### config.mk
export PLATFORM = sky130hd
export DESIGN_NAME = pipelined_controller
export DESIGN_NICKNAME = d
export VERILOG_FILES = /design/src/rtl/pipelined_controller.sv
export SDC_FILE = /design/constraint.sdc
export NUM_CORES = 1
export LEC_CHECK = 0
export BUFFER_PORTS_ARGS = -buffer_cell sky130_fd_sc_hd__buf_2
export CORE_MARGIN = 5
export CORE_UTILIZATION = 40
export CTS_BUF_LIST = sky130_fd_sc_hd__clkbuf_4 sky130_fd_sc_hd__clkbuf_8
export CTS_CLUSTER_SIZE = 28
export DETAILED_ROUTE_END_ITERATION = 6
export PLACE_DENSITY = 0.65
export REMOVE_ABC_BUFFERS = 1
export SYNTH_ARGS = -nofsm -noshare
export SYNTH_HDL_FRONTEND = slang
export SYNTH_SLANG_ARGS = --single-unit
### constraint.sdc
create_clock -name clk -period 2.4 [get_ports clk]
set_clock_uncertainty 0.1 [all_clocks]
set_input_delay 0.12 -clock clk [delete_from_list [all_inputs] [get_ports clk]]
set_output_delay 0.12 -clock clk [all_outputs]
set_load 0.05 [all_outputs]
### src/rtl/pipelined_controller.sv
// pipelined_controller: ID-stage decoder feeding a registered ID/EX control
// stage, with load-use stall, branch/jump flush and a syscall drain/halt FSM.
//
// Handshake: the IF/ID register offers an instruction whenever instrValid=1;
// it is consumed on a rising edge only when idStall=0 and flush=0. While
// idStall=1 the IF/ID register and PC must hold and present the same
// instruction again.
//
// Optional build macro PIPECTRL_STALL_CNT_EN adds a saturating 16-bit
// stallCount output counting stall cycles that were not flushed.
module pipelined_controller #(
    parameter int CTRL_W       = 32,
    parameter int DRAIN_CYCLES = 3,
    parameter int REG_ADDR_W   = 5
) (
    input  logic                  clk,
    input  logic                  resetN,
    input  logic [31:0]           instr,
    input  logic                  instrValid,
    input  logic                  flush,
    input  logic                  resume,
    output logic                  idStall,
    output logic [CTRL_W-1:0]     exCtrl,
    output logic [REG_ADDR_W-1:0] exDest,
    output logic                  exValid,
    output logic                  halted,
    output logic [1:0]            dbgState
`ifdef PIPECTRL_STALL_CNT_EN
    ,
    output logic [15:0]           stallCount
`endif
);

    // ALU operation codes
    localparam logic [3:0] ALU_SLL = 4'd0, ALU_SRA = 4'd1, ALU_SRL = 4'd2, ALU_NOR = 4'd3;
    localparam logic [3:0] ALU_ADD = 4'd5, ALU_SUB = 4'd6, ALU_AND = 4'd7, ALU_OR = 4'd8;
    localparam logic [3:0] ALU_SLT = 4'd9, ALU_SLTU = 4'd10;
    // ALU X operand: rs, rt, PC ; ALU Y operand: rt, zext imm, sext imm, shamt, rs, const 4, zero
    localparam logic [1:0] X_RS = 2'd0, X_RT = 2'd1, X_PC = 2'd2;
    localparam logic [2:0] Y_RT = 3'd0, Y_ZEXT = 3'd1, Y_SEXT = 3'd2, Y_SHAMT = 3'd3;
    localparam logic [2:0] Y_RS = 3'd4, Y_FOUR = 3'd5, Y_ZERO = 3'd6;
    // Next-PC select: sequential, branch-if-equal, branch-if-not-equal, jump-register
    localparam logic [1:0] PC_SEQ = 2'd0, PC_BEQ = 2'd1, PC_BNE = 2'd2, PC_JR = 2'd3;
    // Destination select: rd, none (r0), rt, r31
    localparam logic [1:0] DST_RD = 2'd0, DST_NONE = 2'd1, DST_RT = 2'd2, DST_RA = 2'd3;

    typedef enum logic [1:0] { ST_RUN = 2'd0, ST_DRAIN = 2'd1, ST_HALT = 2'd2 } state_t;

    state_t state, stateNext;
    logic [3:0] cnt, cntNext;

    logic [5:0] opc, funct;
    logic [REG_ADDR_W-1:0] rs, rt, rd;
    logic [3:0] aop;
    logic [1:0] ax, dc, pcw;
    logic [2:0] ay;
    logic we, src, ram, jmp, sys, lb, bz, sup;
    logic [31:0] decWord;
    logic [CTRL_W-1:0] decWide;
    logic [REG_ADDR_W-1:0] decDest;
    logic exIsLoad, hazard, accept;
    logic unused_bits;

    assign opc   = instr[31:26];
    assign funct = instr[5:0];
    assign rs    = REG_ADDR_W'(instr[25:21]);
    assign rt    = REG_ADDR_W'(instr[20:16]);
    assign rd    = REG_ADDR_W'(instr[15:11]);
    assign unused_bits = ^instr[10:6];

    // Instruction decode into control-word fields; unsupported ops give sup=0
    always_comb begin
        aop = ALU_SLL; ax = X_RS; ay = Y_RT; we = 1'b0; dc = DST_NONE; src = 1'b0;
        ram = 1'b0; pcw = PC_SEQ; jmp = 1'b0; sys = 1'b0; lb = 1'b0; bz = 1'b0; sup = 1'b1;
        case (opc)
            6'h00: begin
                we = 1'b1; dc = DST_RD; src = 1'b1;
                case (funct)
                    6'h20, 6'h21: aop = ALU_ADD;
                    6'h22: aop = ALU_SUB;
                    6'h24: aop = ALU_AND;
                    6'h25: aop = ALU_OR;
                    6'h27: aop = ALU_NOR;
                    6'h2A: aop = ALU_SLT;
                    6'h2B: aop = ALU_SLTU;
                    6'h00: begin aop = ALU_SLL; ax = X_RT; ay = Y_SHAMT; end
                    6'h03: begin aop = ALU_SRA; ax = X_RT; ay = Y_SHAMT; end
                    6'h02: begin aop = ALU_SRL; ax = X_RT; ay = Y_SHAMT; end
                    6'h06: begin aop = ALU_SRL; ax = X_RT; ay = Y_RS; end
                    6'h08: begin we = 1'b0; dc = DST_NONE; src = 1'b0; pcw = PC_JR; end
                    6'h0C: begin we = 1'b0; dc = DST_NONE; src = 1'b0; sys = 1'b1; end
                    default: sup = 1'b0;
                endcase
            end
            6'h08, 6'h09: begin aop = ALU_ADD;  ay = Y_SEXT; we = 1'b1; dc = DST_RT; src = 1'b1; end
            6'h0C:        begin aop = ALU_AND;  ay = Y_ZEXT; we = 1'b1; dc = DST_RT; src = 1'b1; end
            6'h0D:        begin aop = ALU_OR;   ay = Y_ZEXT; we = 1'b1; dc = DST_RT; src = 1'b1; end
            6'h0A:        begin aop = ALU_SLT;  ay = Y_SEXT; we = 1'b1; dc = DST_RT; src = 1'b1; end
            6'h0B:        begin aop = ALU_SLTU; ay = Y_SEXT; we = 1'b1; dc = DST_RT; src = 1'b1; end
            6'h23:        begin aop = ALU_ADD;  ay = Y_SEXT; we = 1'b1; dc = DST_RT; end
            6'h24:        begin aop = ALU_ADD;  ay = Y_SEXT; we = 1'b1; dc = DST_RT; lb = 1'b1; end
            6'h2B:        begin aop = ALU_ADD;  ay = Y_SEXT; ram = 1'b1; end
            6'h04:        begin aop = ALU_SUB;  pcw = PC_BEQ; end
            6'h05:        begin aop = ALU_SUB;  pcw = PC_BNE; end
            6'h01:        begin aop = ALU_SLT;  ay = Y_ZERO; bz = 1'b1; end
            6'h02:        begin jmp = 1'b1; end
            6'h03:        begin aop = ALU_ADD; ax = X_PC; ay = Y_FOUR; we = 1'b1; dc = DST_RA;
                                src = 1'b1; jmp = 1'b1; end
            default:      sup = 1'b0;
        endcase
    end

    // Pack fields into the control word and select the write destination
    always_comb begin
        decWord = sup ? {aop, ax, ay, we, dc, src, ram, pcw, jmp, sys, lb, bz, 12'h000} : 32'h0;
        decWide = '0;
        decWide[31:0] = decWord;
        case (dc)
            DST_RD:  decDest = rd;
            DST_RT:  decDest = rt;
            DST_RA:  decDest = REG_ADDR_W'(31);
            default: decDest = '0;
        endcase
    end

    assign exIsLoad = exValid & exCtrl[22] & ~exCtrl[19];
    assign hazard   = exIsLoad & (exDest != '0) & instrValid & ((exDest == rs) | (exDest == rt));
    assign accept   = ~flush & ~idStall & instrValid & sup & decWord[14];

    // FSM state and drain counter register
    always_ff @(posedge clk or negedge resetN) begin
        if (!resetN) begin
            state <= ST_RUN;
            cnt   <= 4'd0;
        end else begin
            state <= stateNext;
            cnt   <= cntNext;
        end
    end

    // FSM next state: accepted syscall starts the drain, drain ends in halt
    always_comb begin
        stateNext = state;
        cntNext   = cnt;
        case (state)
            ST_RUN: begin
                if (accept) begin
                    stateNext = ST_DRAIN;
                    cntNext   = 4'(DRAIN_CYCLES);
                end
            end
            ST_DRAIN: begin
                if (cnt <= 4'd1) begin
                    stateNext = ST_HALT;
                    cntNext   = 4'd0;
                end else begin
                    cntNext = cnt - 4'd1;
                end
            end
            ST_HALT: begin
                if (resume) stateNext = ST_RUN;
            end
            default: begin
                stateNext = ST_RUN;
                cntNext   = 4'd0;
            end
        endcase
    end

    // FSM outputs: stall on unflushed hazard or whenever not running
    always_comb begin
        idStall  = (hazard & ~flush) | (state != ST_RUN);
        halted   = (state == ST_HALT);
        dbgState = state;
    end

    // ID/EX stage register: flush, stall, invalid or unsupported all insert a bubble
    always_ff @(posedge clk or negedge resetN) begin
        if (!resetN) begin
            exCtrl  <= '0;
            exDest  <= '0;
            exValid <= 1'b0;
        end else if (flush || idStall || !instrValid || !sup) begin
            exCtrl  <= '0;
            exDest  <= '0;
            exValid <= 1'b0;
        end else begin
            exCtrl  <= decWide;
            exDest  <= decDest;
            exValid <= 1'b1;
        end
    end

`ifdef PIPECTRL_STALL_CNT_EN
    // Saturating count of stall cycles not overridden by a flush
    always_ff @(posedge clk or negedge resetN) begin
        if (!resetN) stallCount <= 16'h0000;
        else if (idStall && !flush && stallCount != 16'hFFFF) stallCount <= stallCount + 16'h0001;
    end
`endif

endmodule
Word level (Yosys, flattened, before mapping)
Index checks and enable logic that the tools add are counted.

Input bits: 37. Bits in registers: 44.

Add/sub/neg operators: 1. Reduce and logical (&&, ||, !) cells: 29. Bitwise gates (word level): 16. Equality and inequality tests: 36. Magnitude comparators: 1. Mux-type cells: 33.

Operators by type and width (count): == test 6 bit (second input constant) (11); two-way mux 32 bit (2); == test 6 x 4 -> 1 bit (second input constant) (8); one-hot mux 4 bit (9 select lines) (1); one-hot mux 4 bit (7 select lines) (1); OR reduction 14 bit (2); == test 6 x 2 -> 1 bit (second input constant) (4); == test 6 x 3 -> 1 bit (second input constant) (3); one-hot mux 2 bit (3 select lines) (3); one-hot mux 3 bit (5 select lines) (1); one-hot mux 5 bit (3 select lines) (1); OR reduction 2 bit (7); OR reduction 7 bit (2); logical NOT 6 bit (2); one-hot mux 4 bit (3 select lines) (1); two-way mux 1 bit (11); bitwise AND 1 bit (10); == test 5 bit (2); OR reduction 9 bit (1); two-way mux 2 bit (4); two-way mux 4 bit (2); OR reduction 8 bit (1); == test 2 bit (second input constant) (3); == test 6 x 1 -> 1 bit (second input constant) (1); 20 further kinds (32).

Logic depth before layout (Yosys ltp)
Depth in word-level cells: 14. Gate-level depth with buffers: 7. Gate-level depth less buffers: 7.

Worst setup path after synthesis
No wires, ideal clock.

Kind: flip-flop to flip-flop. From: register exDest[1]. To: register exCtrl[17]. Library setup time: 0.107 ns. Period minus slack after synthesis: 2.076 ns. Data arrival time: 1.869 ns. Setup slack: 0.324 ns. Cell stages (with the launch flop): 6. Required time: 2.193 ns. Cell sequence: dfrtp_1 or4_1 o21ai_2 o221ai_2 buf_6 a2111oi_4.

Longest elaborated chain between the ends: 10.

Ends and longest elaborated chain: from (decl) (line 24) `output logic [REG_ADDR_W-1:0] exDest,`; from (signal assigned) (line 189) `exDest <= decDest;`; nonzero test 5 bit (line 127) `assign hazard = exIsLoad & (exDest != '0) & instrValid & ((exDest == rs) | (exDest == rt));`; bitwise AND 1 bit (2 in a row) (line 127); bitwise AND 1 bit * (line 127); bitwise AND 1 bit * (line 172) `idStall = (hazard & ~flush) | (state != ST_RUN);`; bitwise OR 1 bit * (line 172); logical OR 1 bit * (3 in a row) (line 183) `end else if (flush || idStall || !instrValid || !sup) begin`; two-way mux 32 bit * (line 183); to (signal assigned) (line 188) `exCtrl <= decWide;`; to (decl) (line 23) `output logic [CTRL_W-1:0] exCtrl,`.

Mark *: on every way between the ends. The rest lies on a longest branch, timed or not. A chain may end at the register's enable or synchronous reset.

Final worst setup path
From: register exDest[0]. To: output port idStall.

Longest elaborated chain between the ends: 6.

Ends and longest elaborated chain: nonzero test 5 bit (line 127); bitwise AND 1 bit (2 in a row) (line 127); bitwise AND 1 bit * (line 127); bitwise AND 1 bit * (line 172); bitwise OR 1 bit * (line 172); to (decl) (line 22) `output logic idStall,`.

Marks and branches as above.

==> flow_summary.json <==
{
  "critPathArrivalTime_ns": 1.94,
  "fin_setup_tns_ns": 0,
  "drive_gt1_frac": 0.2523,
  "finalWorstSetupSlack_ns": 0.2351,
  "path_max_fanout": 4,
  "clock_path_buffers": 2,
  "dp.cells": 391,
  "dpl.hpwl_microns": 4154,
  "grt.overflow.total": 0,
  "ys_seq_area_frac": 0.3536,
  "drc": 0,
  "rr_worst_depth": 5,
  "worst_setup_path_end_kind": "output pin",
  "slew_headroom": 0.5327,
  "grt_pass1_vias": 1928,
  "hold_class": "primary input to flip-flop",
  "clk_pin_slew_ns": 0.07,
  "grt_max_degree": 33,
  "startpoint_type": "flip-flop",
  "crit_chain": "xor2_1 > nor3_1 > a22oi_1 > or2_2 > nand2_1 > buf_2",
  "max_freq_mhz": 461.9,
  "finalSetupViolCount": 0,
  "netlist.area_leader.share": 0.3536,
  "synth.most_common_cell": "nor2_1",
  "vias": 2066,
  "synth_common_cells": "nor2_1 (34), dfrtp_1 (32), nor3_1 (25), nand2_1 (21), a21oi_1 (16)",
  "critPathMaxStageDelay_ns": 0.44,
  "cts_tree": "done",
  "viasPerCell": 5.101,
  "crit_cells": 6,
  "drv_cap": 0,
  "register_area_sq_um": 800.8,
  "fin_cells": 405,
  "dieArea_sq_um": 7267,
  "coreArea_sq_um": 5507,
  "cp_slowest_cell": "dfrtp_1",
  "grt_first_pass_wirelength_microns": 9363,
  "globalRouteTotalUtil": 0.1585,
  "io_buffers": 61,
  "drt-total-wl_microns": 5505,
  "initial_core_util": 0.4113,
  "gp_congestion": 0.8479,
  "r2r_slack_ns": 0.38,
  "synth_seq_cells": 32,
  "worstHoldStart": "resume",
  "path_class": "flip-flop to output pin",
  "async_flop_share": 1.000,
  "synth_largest_area_cell": "dfrtp_1",
  "crit_start": "exDest[0]$_DFF_PN0_",
  "syn_inst": 274,
  "io_pins": 79,
  "initialDrtViolationCount": 132,
  "clkSinkCount": 32,
  "maxSlewViolCount": 0,
  "syn_avg_cell_area_sq_um": 8.265,
  "critPathBufInv": 1,
  "htree_levels": 2,
  "cts_made_buffers": 5,
  "area_delta_synth_final_pct": 20.72,
  "antennaDiodeCount": 0,
  "fp.dieH_microns": 85.25,
  "routedWlPerCell_microns": 13.59,
  "synth_area_sq_um": 2265,
  "worstReg2RegStart": "exDest[1]$_DFF_PN0_",
  "peakVddDrop_mv": 0.2716,
  "final_core_util": 0.4965,
  "ys.flop_type": "dfrtp_1",
  "status": "completed",
  "yosysWarnings": 0,
  "synthTopCellsByArea": "dfrtp_1 (35%), nor2_1 (5.6%), nor3_1 (5.5%)",
  "rows": 27,
  "drtAntennaViolNets": 0,
  "crit_required_ns": 2.18,
  "synth_edf_count": 0,
  "power_density_nw_per_um2": 494.0,
  "worst_pin_slew_ns": 0.7009,
  "final.min_clock_period_ns": 2.165,
  "cp-endpoint": "idStall",
  "nets": 371,
  "clock_latency_ns": 0.28,
  "chipWidth_microns": 85.25,
  "antenna_found_initial": 0,
  "ys_types": 54,
  "fillerInstances": 557,
  "multiInputGateArea_sq_um": 1299,
  "rsz0062_at_grt": "false",
  "p_leak_nw": 1.288,
  "cp_top_family": "simple AND/OR/NAND/NOR gates",
  "first_pass_iters": 4,
  "hold_violations": 0,
  "period_share": 0.9021,
  "clockRootBuffer": "clkbuf_8",
  "pre_cts_slack_ns": 0.3551,
  "worst_r2r_endpoint": "exCtrl[17]$_DFF_PN0_"
}
what timing repair did:
action,in CTS,in global routing
hold endpoints to repair,37,0
buffers inserted,0,0
gates resized for setup,0,0
hold buffers,6,0
where the power goes:
part,switching [mW],internal (mW)
combinational,0.173,0.0743
sequential,0.00203,0.542
clock,0.192,0.366
layer usage:
layer	global-route usage	part of all wire
met1	0.2112	0.46
met2	0.2507	0.48
met3	0.03981	0.049
met4	0.05180	0.011
met5	0	0
placed cells by master (no fill, tap or decap), types with 3 or more instances in the layout:
| cell | n |
|---|---|
| nand2b_1 | 4 |
| o21ai_0 | 14 |
| a21boi_0 | 3 |
| o22ai_1 | 4 |
| inv_1 | 8 |
| a2111oi_0 | 3 |
| nand2_1 | 21 |
| nand3b_1 | 4 |
| conb_1 | 12 |
| a21oi_1 | 16 |
| nor2b_1 | 5 |
| xnor2_1 | 4 |
| xor2_1 | 12 |
| buf_4 | 3 |
| clkbuf_8 | 7 |
| buf_2 | 61 |
| nor3_1 | 25 |
| and3b_1 | 3 |
| dlygate4sd3_1 | 6 |
| nor4_1 | 5 |
| o211ai_1 | 3 |
| dfrtp_1 | 32 |
| nor2_1 | 34 |
| nand3_1 | 4 |
| a211oi_1 | 6 |
metrics by stage:
step	area [sq um]	hold WS, ns	power, mW
finish	2734	0.01395	1.350
global route	2734	0.03624	1.419
CTS	2734	0.008016	1.365
detailed placement	2547	0.1207	0.7945
global placement	2547	0.1138	0.7927
floorplan	2130	-0.2756	0.6949
cells by family after synthesis:
logic type               after synthesis  share of synthesized area
flip-flops                            32                     0.3536
adder cells (fa/ha/maj)                3                    0.01547
buffers and inverters                 38                    0.09116
AND/OR/NAND/NOR                      120                     0.2790
other                                  1                   0.001656
XOR/XNOR                              16                    0.06188
multiplexers                           1                   0.004972
AO/OA/AOI/OAI                         63                     0.1923
worst min-delay path by stage:
stage	endpoint	slack [ns]	cells past startpoint
after floorplan	cnt[0]$_DFFE_PN0P_	-0.28	0
after global placement	exCtrl[17]$_DFF_PN0_	0.11	1
after detailed placement	exCtrl[17]$_DFF_PN0_	0.12	1
after CTS	dbgState[1]$_DFFE_PN0P_	0.008	3
after global routing	dbgState[1]$_DFFE_PN0P_	0.04	3
final	dbgState[1]$_DFFE_PN0P_	0.01	3
layout make-up:
cell class / instances / area share
clock buffers: 7 / 0.03524
clock inverters: 1 / 0.01098
inverters: 8 / 0.01098
multi-input cells: 215 / 0.4751
flip-flops and latches: 32 / 0.2929
well taps: 72 / 0.03295
repair buffers: 70 / 0.1419
flip-flops by register name, summed over array words and instances, names as in the netlist:
name,cells
exDest,5
cnt,4
exValid,1
dbgState,2
exCtrl,20
worst reg2reg max path: cells and delay by family (launching register included):
family | cells | cell delay [ns]
buffers and inverters | 1 | 0.22
flip-flops | 1 | 0.44
AND/OR/NAND/NOR | 1 | 0.57
AO/OA/AOI/OAI | 3 | 0.60
(Power assumes the default switching activity.)
